===== src/rtl/crc_gen_16bit_tx.sv =====
// USB Tx data-packet serializer: payload bytes out LSB first, then the complemented CRC16.
// Optional macro USB_TX_STUFF_HOLD_EN adds a stuff_hold input that masks bit_strobe.
module crc_gen_16bit_tx #(
    parameter logic [15:0] CRC_INIT  = 16'hFFFF,
    parameter int          MAX_BYTES = 1023
) (
    input  logic       clk,
    input  logic       n_rst,
    input  logic       tx_start,
    input  logic       byte_valid,
    input  logic [7:0] byte_data,
    input  logic       byte_last,
    output logic       byte_ready,
    input  logic       bit_strobe,
    output logic       tx_bit,
    output logic       tx_bit_valid,
    output logic       tx_crc_phase,
    output logic       tx_done,
    output logic       busy,
    output logic [9:0] byte_count,
    output logic       err_len,
`ifdef USB_TX_STUFF_HOLD_EN
    input  logic       stuff_hold,
`endif
    input  logic       abort
);
    typedef enum logic [2:0] {S_IDLE, S_FETCH, S_DATA, S_CRC, S_DONE} state_t;

    localparam logic [9:0] MAX_CNT = 10'(MAX_BYTES);

    state_t      state_q, state_d;
    logic [15:0] crc_q, crc_d;
    logic [7:0]  shreg_q, shreg_d;
    logic        last_q, last_d;
    logic [2:0]  bit_idx_q, bit_idx_d;
    logic [3:0]  crc_idx_q, crc_idx_d;
    logic [9:0]  count_q, count_d;
    logic        err_q, err_d;
    logic        adv, accept, zero_len, fb;

`ifdef USB_TX_STUFF_HOLD_EN
    // The stuffer inserting a stuff bit freezes the stream for that strobe.
    assign adv = bit_strobe & ~stuff_hold;
`else
    assign adv = bit_strobe;
`endif

    assign accept   = byte_valid & byte_ready;
    assign zero_len = ~byte_valid & byte_last & (count_q == 10'd0);
    assign fb       = shreg_q[0] ^ crc_q[15];

    always_ff @(posedge clk) begin
        if (!n_rst) begin
            state_q   <= S_IDLE;
            crc_q     <= CRC_INIT;
            shreg_q   <= 8'd0;
            last_q    <= 1'b0;
            bit_idx_q <= 3'd0;
            crc_idx_q <= 4'd0;
            count_q   <= 10'd0;
            err_q     <= 1'b0;
        end else begin
            state_q   <= state_d;
            crc_q     <= crc_d;
            shreg_q   <= shreg_d;
            last_q    <= last_d;
            bit_idx_q <= bit_idx_d;
            crc_idx_q <= crc_idx_d;
            count_q   <= count_d;
            err_q     <= err_d;
        end
    end

    always_comb begin
        state_d = state_q;
        if (abort) begin
            state_d = S_IDLE;
        end else begin
            case (state_q)
                S_IDLE:  if (tx_start) state_d = S_FETCH;
                S_FETCH: begin
                    if (accept)        state_d = S_DATA;
                    else if (zero_len) state_d = S_CRC;
                end
                S_DATA:  if (adv && bit_idx_q == 3'd7) state_d = last_q ? S_CRC : S_FETCH;
                S_CRC:   if (adv && crc_idx_q == 4'd0) state_d = S_DONE;
                S_DONE:  state_d = S_IDLE;
                default: state_d = S_IDLE;
            endcase
        end
    end

    always_comb begin
        crc_d     = crc_q;
        shreg_d   = shreg_q;
        last_d    = last_q;
        bit_idx_d = bit_idx_q;
        crc_idx_d = crc_idx_q;
        count_d   = count_q;
        err_d     = err_q;
        if (!abort) begin
            case (state_q)
                S_IDLE: if (tx_start) begin
                    crc_d   = CRC_INIT;
                    count_d = 10'd0;
                    err_d   = 1'b0;
                end
                S_FETCH: begin
                    if (accept) begin
                        shreg_d   = byte_data;
                        last_d    = byte_last;
                        count_d   = count_q + 10'd1;
                        bit_idx_d = 3'd0;
                    end else if (zero_len) begin
                        crc_idx_d = 4'd15;
                    end
                    // Overlong packet: flag it and leave the byte unconsumed until abort.
                    if (byte_valid && count_q == MAX_CNT) err_d = 1'b1;
                end
                S_DATA: if (adv) begin
                    crc_d     = {crc_q[14:0], 1'b0} ^ (fb ? 16'h8005 : 16'h0000);
                    shreg_d   = {1'b0, shreg_q[7:1]};
                    bit_idx_d = bit_idx_q + 3'd1;
                    crc_idx_d = 4'd15;
                end
                S_CRC: if (adv) crc_idx_d = crc_idx_q - 4'd1;
                default: ;
            endcase
        end
    end

    always_comb begin
        byte_ready   = 1'b0;
        tx_bit       = 1'b1;
        tx_bit_valid = 1'b0;
        tx_crc_phase = 1'b0;
        tx_done      = 1'b0;
        case (state_q)
            S_FETCH: byte_ready = (count_q != MAX_CNT);
            S_DATA: begin
                tx_bit       = shreg_q[0];
                tx_bit_valid = 1'b1;
            end
            S_CRC: begin
                tx_bit       = ~crc_q[crc_idx_q];
                tx_bit_valid = 1'b1;
                tx_crc_phase = 1'b1;
            end
            S_DONE:  tx_done = 1'b1;
            default: ;
        endcase
    end

    assign busy       = (state_q != S_IDLE);
    assign byte_count = count_q;
    assign err_len    = err_q;

endmodule

===== config.mk =====
export PLATFORM = sky130hd
export DESIGN_NAME = crc_gen_16bit_tx
export DESIGN_NICKNAME = d
export VERILOG_FILES = /design/src/rtl/crc_gen_16bit_tx.sv
export SDC_FILE = /design/constraint.sdc
export NUM_CORES = 1
export LEC_CHECK = 0
export CELL_PAD_IN_SITES_DETAIL_PLACEMENT = 0
export CELL_PAD_IN_SITES_GLOBAL_PLACEMENT = 1
export CORE_UTILIZATION = 40
export CTS_CLUSTER_SIZE = 24
export DETAILED_ROUTE_END_ITERATION = 10
export PLACE_DENSITY = 0.81
export SYNTH_ARGS = -nofsm -noshare
export SYNTH_HDL_FRONTEND = slang
export SYNTH_SLANG_ARGS = --single-unit
export TNS_END_PERCENT = 1

===== constraint.sdc =====
create_clock -name clk -period 2.7 [get_ports clk]
set_input_delay 0.405 -clock clk [delete_from_list [all_inputs] [get_ports clk]]
set_output_delay 0.405 -clock clk [all_outputs]
set_load 0.02 [all_outputs]

[Word-level counts from Yosys, hierarchy flattened]
Index checks and enable logic that the tools add are counted.
Storage, ports and cells
  bits in registers: 46
  input bits: 15
  output and inout bits: 17
  word-level logic and storage cells: 93
Operators by class
  add/sub/neg operators: 3
  order comparisons: 1
  equal/unequal tests: 17
  mux-type cells: 35
  bitwise gates (word level): 9
  reductions and logical operators: 20
Operators with widths (number)
  $mux W16: 3
  $pmux W16 S2: 1
  $mux W3: 7
  $mux W10: 2
  $pmux W10 S2: 1
  $reduce_and A4 Y1: 5
  $ne A2 B2 Y1 const B: 9
  $mux W4: 4
  $mux W8: 2
  $pmux W8 S2: 1
  $xor A16 B16 Y16: 1
  $pmux W3 S4: 1
  $pmux W4 S3: 1
  $add A10 B1 Y10 const B: 1
  $eq A10 B10 Y1 const B: 1
  $logic_not A10 Y1: 1
  $ne A10 B10 Y1 const B: 1
  $mux W1: 7
  $eq A3 B2 Y1 const B: 2
  $eq A3 B3 Y1 const B: 2
  $pmux W3 S2: 1
  $reduce_and A6 Y1: 1
  $reduce_bool A2 Y1: 3
  $reduce_bool A3 Y1: 2
  16 further kinds: 25

[Longest topological paths before layout]
  word-level depth: 6
  depth in mapped cells: 6
  depth with buffers taken out: 6

[Worst setup path before layout]
OpenSTA, ideal clock, no wires.
  kind: register -> register
  from: register count_q[3], in the netlist byte_count[3]
  to: register crc_idx_q[2]
  setup time: 0.119 ns
  arrival: 2.016 ns
  required time: 2.581 ns
  slack: 0.565 ns
  stages on the path, launching flop included: 6
  buffers on the path: 1
  period minus slack after synthesis: 2.135 ns
  path through: dfxtp_1 buf_6 or4_1 o41a_1 or2_4 o221a_1
On the way
  cells in the longest elaborated chain, start to end: 5
  elaborated cells on any way between the ends: 8
  those cells by class: eq/ne: 3; mux: 1; bitwise: 2; reduce/logical: 2
Ends and longest elaborated chain
  start, declared: line 37  | logic [9:0] count_q, count_d;
  start signal, assigned: line 69  | count_q <= count_d;
  $ne A10 B10 Y1: line 139  | S_FETCH: byte_ready = (count_q != MAX_CNT);
  $mux W1: line 138  | case (state_q)
  $and A1 B1 Y1: line 48  | assign accept = byte_valid & byte_ready;
  $ne A2 B2 Y1 (no source line)
  $reduce_and A6 Y1 (no source line) (*)
  end signal, assigned: line 68  | crc_idx_q <= crc_idx_d;
  end, declared: line 36  | logic [3:0] crc_idx_q, crc_idx_d;
Every way passes the cells marked *; elsewhere a longest branch is shown, timed or not.
A chain may end at the register's enable or synchronous reset.

[Final worst setup path]
  from: register state_q[1]
  to: output tx_crc_phase
On the way
  cells in the longest elaborated chain, start to end: 2
Ends and longest elaborated chain
  start, declared: line 31  | state_t state_q, state_d;
  start signal, assigned: line 63  | state_q <= state_d;
  $eq A3 B2 Y1: line 138
  $mux W1: line 138
  end, declared: line 17  | output logic tx_crc_phase,
No other way between the ends.

==> impl_metrics.py <==
metrics = {
    "synth": {
        "avgSynthCellArea_um2": 8.504,
        "netlist_area_mm2": 0.002509,
        "syn-num-nets": 316,
        "synth-seq-cells": 46,
        "seq_area_frac_synth_pct": 36.71,
        "synthFlopType": "dfxtp_1",
        "ys_warn_count": 0,
        "synth-edff-count": 0,
        "ys_types": 47,
        "async_reset_ff_share_pct": 0,
        "syn_inst": 295,
    },
    "cts": {
        "cts_tree": "built",
        "insertion_delay_ns": 0.30,
        "cts_buffer_depth": 2,
        "cts_root_buf": "clkbuf_8",
        "clkTransAtPathRegs_ns": 0.08,
        "numCtsBuffers": 5,
        "postCtsSetupBuffers": 0,
        "htreeDepth": 2,
        "clock-sinks": 46,
    },
    "power_and_ir_drop": {
        "internal_power_mw": 1.083,
        "power_density_mw_per_mm2": 474.5,
        "swShare_pct": 25.81,
        "p_leak_nw": 1.127,
        "p_comb_share_pct": 16.2,
        "power_mw": 1.459,
        "p_sw_mw": 0.3767,
        "ir_drop_uv": 261.2,
        "clockPowerShare_pct": 34.9,
        "seqPwrFrac_pct": 48.9,
    },
    "sta": {
        "rsz0062_at_grt": "no",
        "setup_ws_ns": 0.2716,
        "tightest_slew_ns": 0.4913,
        "hold_violations": 0,
        "hold_ws_ns": 0.4624,
        "fin_crit_sh_pct": 89.94,
        "slew_headroom_pct": 67.20,
        "clock_skew_ns": 0.003968,
        "slew_viol_final": 0,
        "fmax_ghz": 0.4118,
        "fin_crit_ns": 2.428,
        "setup_viol": 0,
        "fin_tns_setup_ns": 0,
    },
    "critical_path": {
        "cp.required_ns": 2.30,
        "crit_slowest_cell": "clkdlybuf4s50_1",
        "arrival_ns": 2.02,
        "critPathMaxStageDelay_ns": 0.64,
        "setup.worst_path.class": "reg2out",
        "crit_fanout": 17,
        "crit_path_end_kind": "output port",
        "crit_path_start_kind": "flop",
        "cp_cell_sequence": "nand3b_1 > inv_1 > clkdlybuf4s50_1",
    },
    "placement": {
        "dp_slack_ns": 0.2757,
        "gp_congestion": 0.7773,
        "dp_hpwl_um": 4234,
        "port_buffers": 31,
    },
    "flow_run": {
        "maxCapViolCount": 0,
    },
    "final_layout": {
        "final_common_cell": "dfxtp_1",
        "final_cell_mix": "dfxtp_1, clkdlybuf4s50_1, nand2_1",
        "drive_gt1_share_pct": 14.20,
        "finalNetCount": 351,
        "diodes": 0,
        "synthToLayoutAreaGrowth_pct": 22.59,
        "nFillCells": 585,
    },
    "global_route": {
        "antenna_found_initial": 0,
        "use_met1_pct": 25.98,
        "grt_max_degree": 23,
        "grt.overflow.total": 0,
        "use_met3_pct": 3.708,
        "grt_first_pass_wirelength_um": 10060,
        "grt_use_total_pct": 19.72,
        "grt.busiest_layer": "met2",
        "grt_util_met2_pct": 31.26,
        "grt_pass1_vias": 2224,
    },
    "routing": {
        "vias_per_cell": 5.608,
        "wl_per_cell_um": 14.38,
        "wl_um": 5840,
        "drt_iter0_drc": 112,
        "drcViolationCount": 0,
        "detail-route-antenna-nets": 0,
        "first_pass_iters": 4,
        "vias": 2277,
    },
    "outcome": {
        "status": "finished, final reports clean",
    },
    "floorplan": {
        "num_rows": 28,
        "die_h_um": 81.20,
        "die-area_mm2": 0.006593,
        "io_pins": 32,
        "die_x_um": 81.20,
        "coreArea_mm2": 0.005991,
        "start_util_pct": 41.88,
    },
    "worst_hold_path": {
        "min_path_type": "reg2reg",
    },
}
==> worst max-delay path: cells and delay by family, from the launching register on <==
kind	cells	cell delay, ns
buffers and inverters	2	0.86
DFF	1	0.63
and+or+nand+nor	1	0.24
==> final timing paths <==
path | start | end | slack [ns] | cells past startpoint
max | state_q[1] | tx_crc_phase | 0.27 | 3
min | shreg_q[1] | shreg_q[1] | 0.46 | 2
max reg2reg | byte_count[2] | state_q[0] | 0.52 | 4
min reg2reg | shreg_q[1] | shreg_q[1] | 0.46 | 2
==> sequential cells by signal, summed over array words and instances (netlist names) <==
signal      cells
last_q          1
crc_q          16
crc_idx_q       4
byte_count     10
shreg_q         8
bit_idx_q       3
state_q         3
err_len         1
==> metal layers <==
metal  routed length, um  share of wire (%)
met2                2582                 44
met1                2932                 50
met5                   0                  0
met3                 201                3.4
met4                 122                2.1
==> Yosys cell counts, drive strengths merged (2+ instances only) <==
cell / instances / area share (%)
o21ai: 20 / 4.0
nand4: 5 / 1.2
xnor2: 3 / 1.0
nand3b: 2 / 0.60
mux2i: 12 / 4.8
nor3b: 4 / 1.2
nor2: 18 / 2.7
o31ai: 7 / 2.1
nand2: 25 / 3.7
clkbuf: 14 / 2.1
a21oi: 21 / 4.2
inv: 11 / 1.6
nor4: 2 / 0.50
nor3: 21 / 4.2
o221a: 2 / 0.90
or3: 3 / 0.75
nand3: 11 / 2.2
a211oi: 2 / 0.60
o211ai: 3 / 0.90
a31o: 3 / 1.0
and2: 4 / 1.0
buf: 5 / 1.1
and3: 3 / 0.75
dfxtp: 46 / 37
mux4: 4 / 3.6
a211o: 2 / 0.70
ha: 6 / 3.0
or4: 11 / 3.3
nand2b: 3 / 0.75
mux2: 8 / 3.6
==> area by class of cell <==
| cell class | instances | area, um2 | share of cell area (%) |
|---|---|---|---|
| Timing Repair Buffer | 47 | 435.4 | 14.16 |
| Multi-Input combinational cell | 219 | 1475 | 47.97 |
| Inverter | 11 | 41.29 | 1.343 |
| Clock buffer | 7 | 76.32 | 2.482 |
| Tap cell | 75 | 93.84 | 3.051 |
| Sequential cell | 46 | 923.4 | 30.02 |
| Clock inverter | 1 | 30.03 | 0.9764 |
==> timing repair <==
action,CTS,global route
gates cloned,0,0
hold buffers,0,0
resized for setup,1,4
endpoints found under the setup margin,1,2
==> kinds of logic after synthesis <==
family / count (synthesis) / share of synthesized area [%]
XOR/XNOR: 3 / 1.048
multiplexers: 24 / 11.97
AO/OA/AOI/OAI: 69 / 17.86
flip-flops: 46 / 36.71
AND/OR/NAND/NOR: 117 / 24.59
buffers and inverters: 30 / 4.838
adder cells (fa/ha/maj): 6 / 2.992
==> power groups by stage <==
stage	sequential (mW)	clock (mW)	combinational, mW
after floorplan	0.723	0	0.151
after global placement	0.729	0	0.236
after CTS	0.714	0.521	0.238
after global routing	0.718	0.556	0.259
after detailed placement	0.730	0	0.236
final	0.714	0.509	0.236
==> through the flow <==
step	area (um2)	util (%)	std cells
final	3075	51.34	406
after global routing	3075	51.34	406
after CTS	3067	51.19	406
after detailed placement	2959	49.39	398
after global placement	2959	49.39	398
after floorplan	2509	-	295
Note: power is estimated with default switching activity, not from simulation.
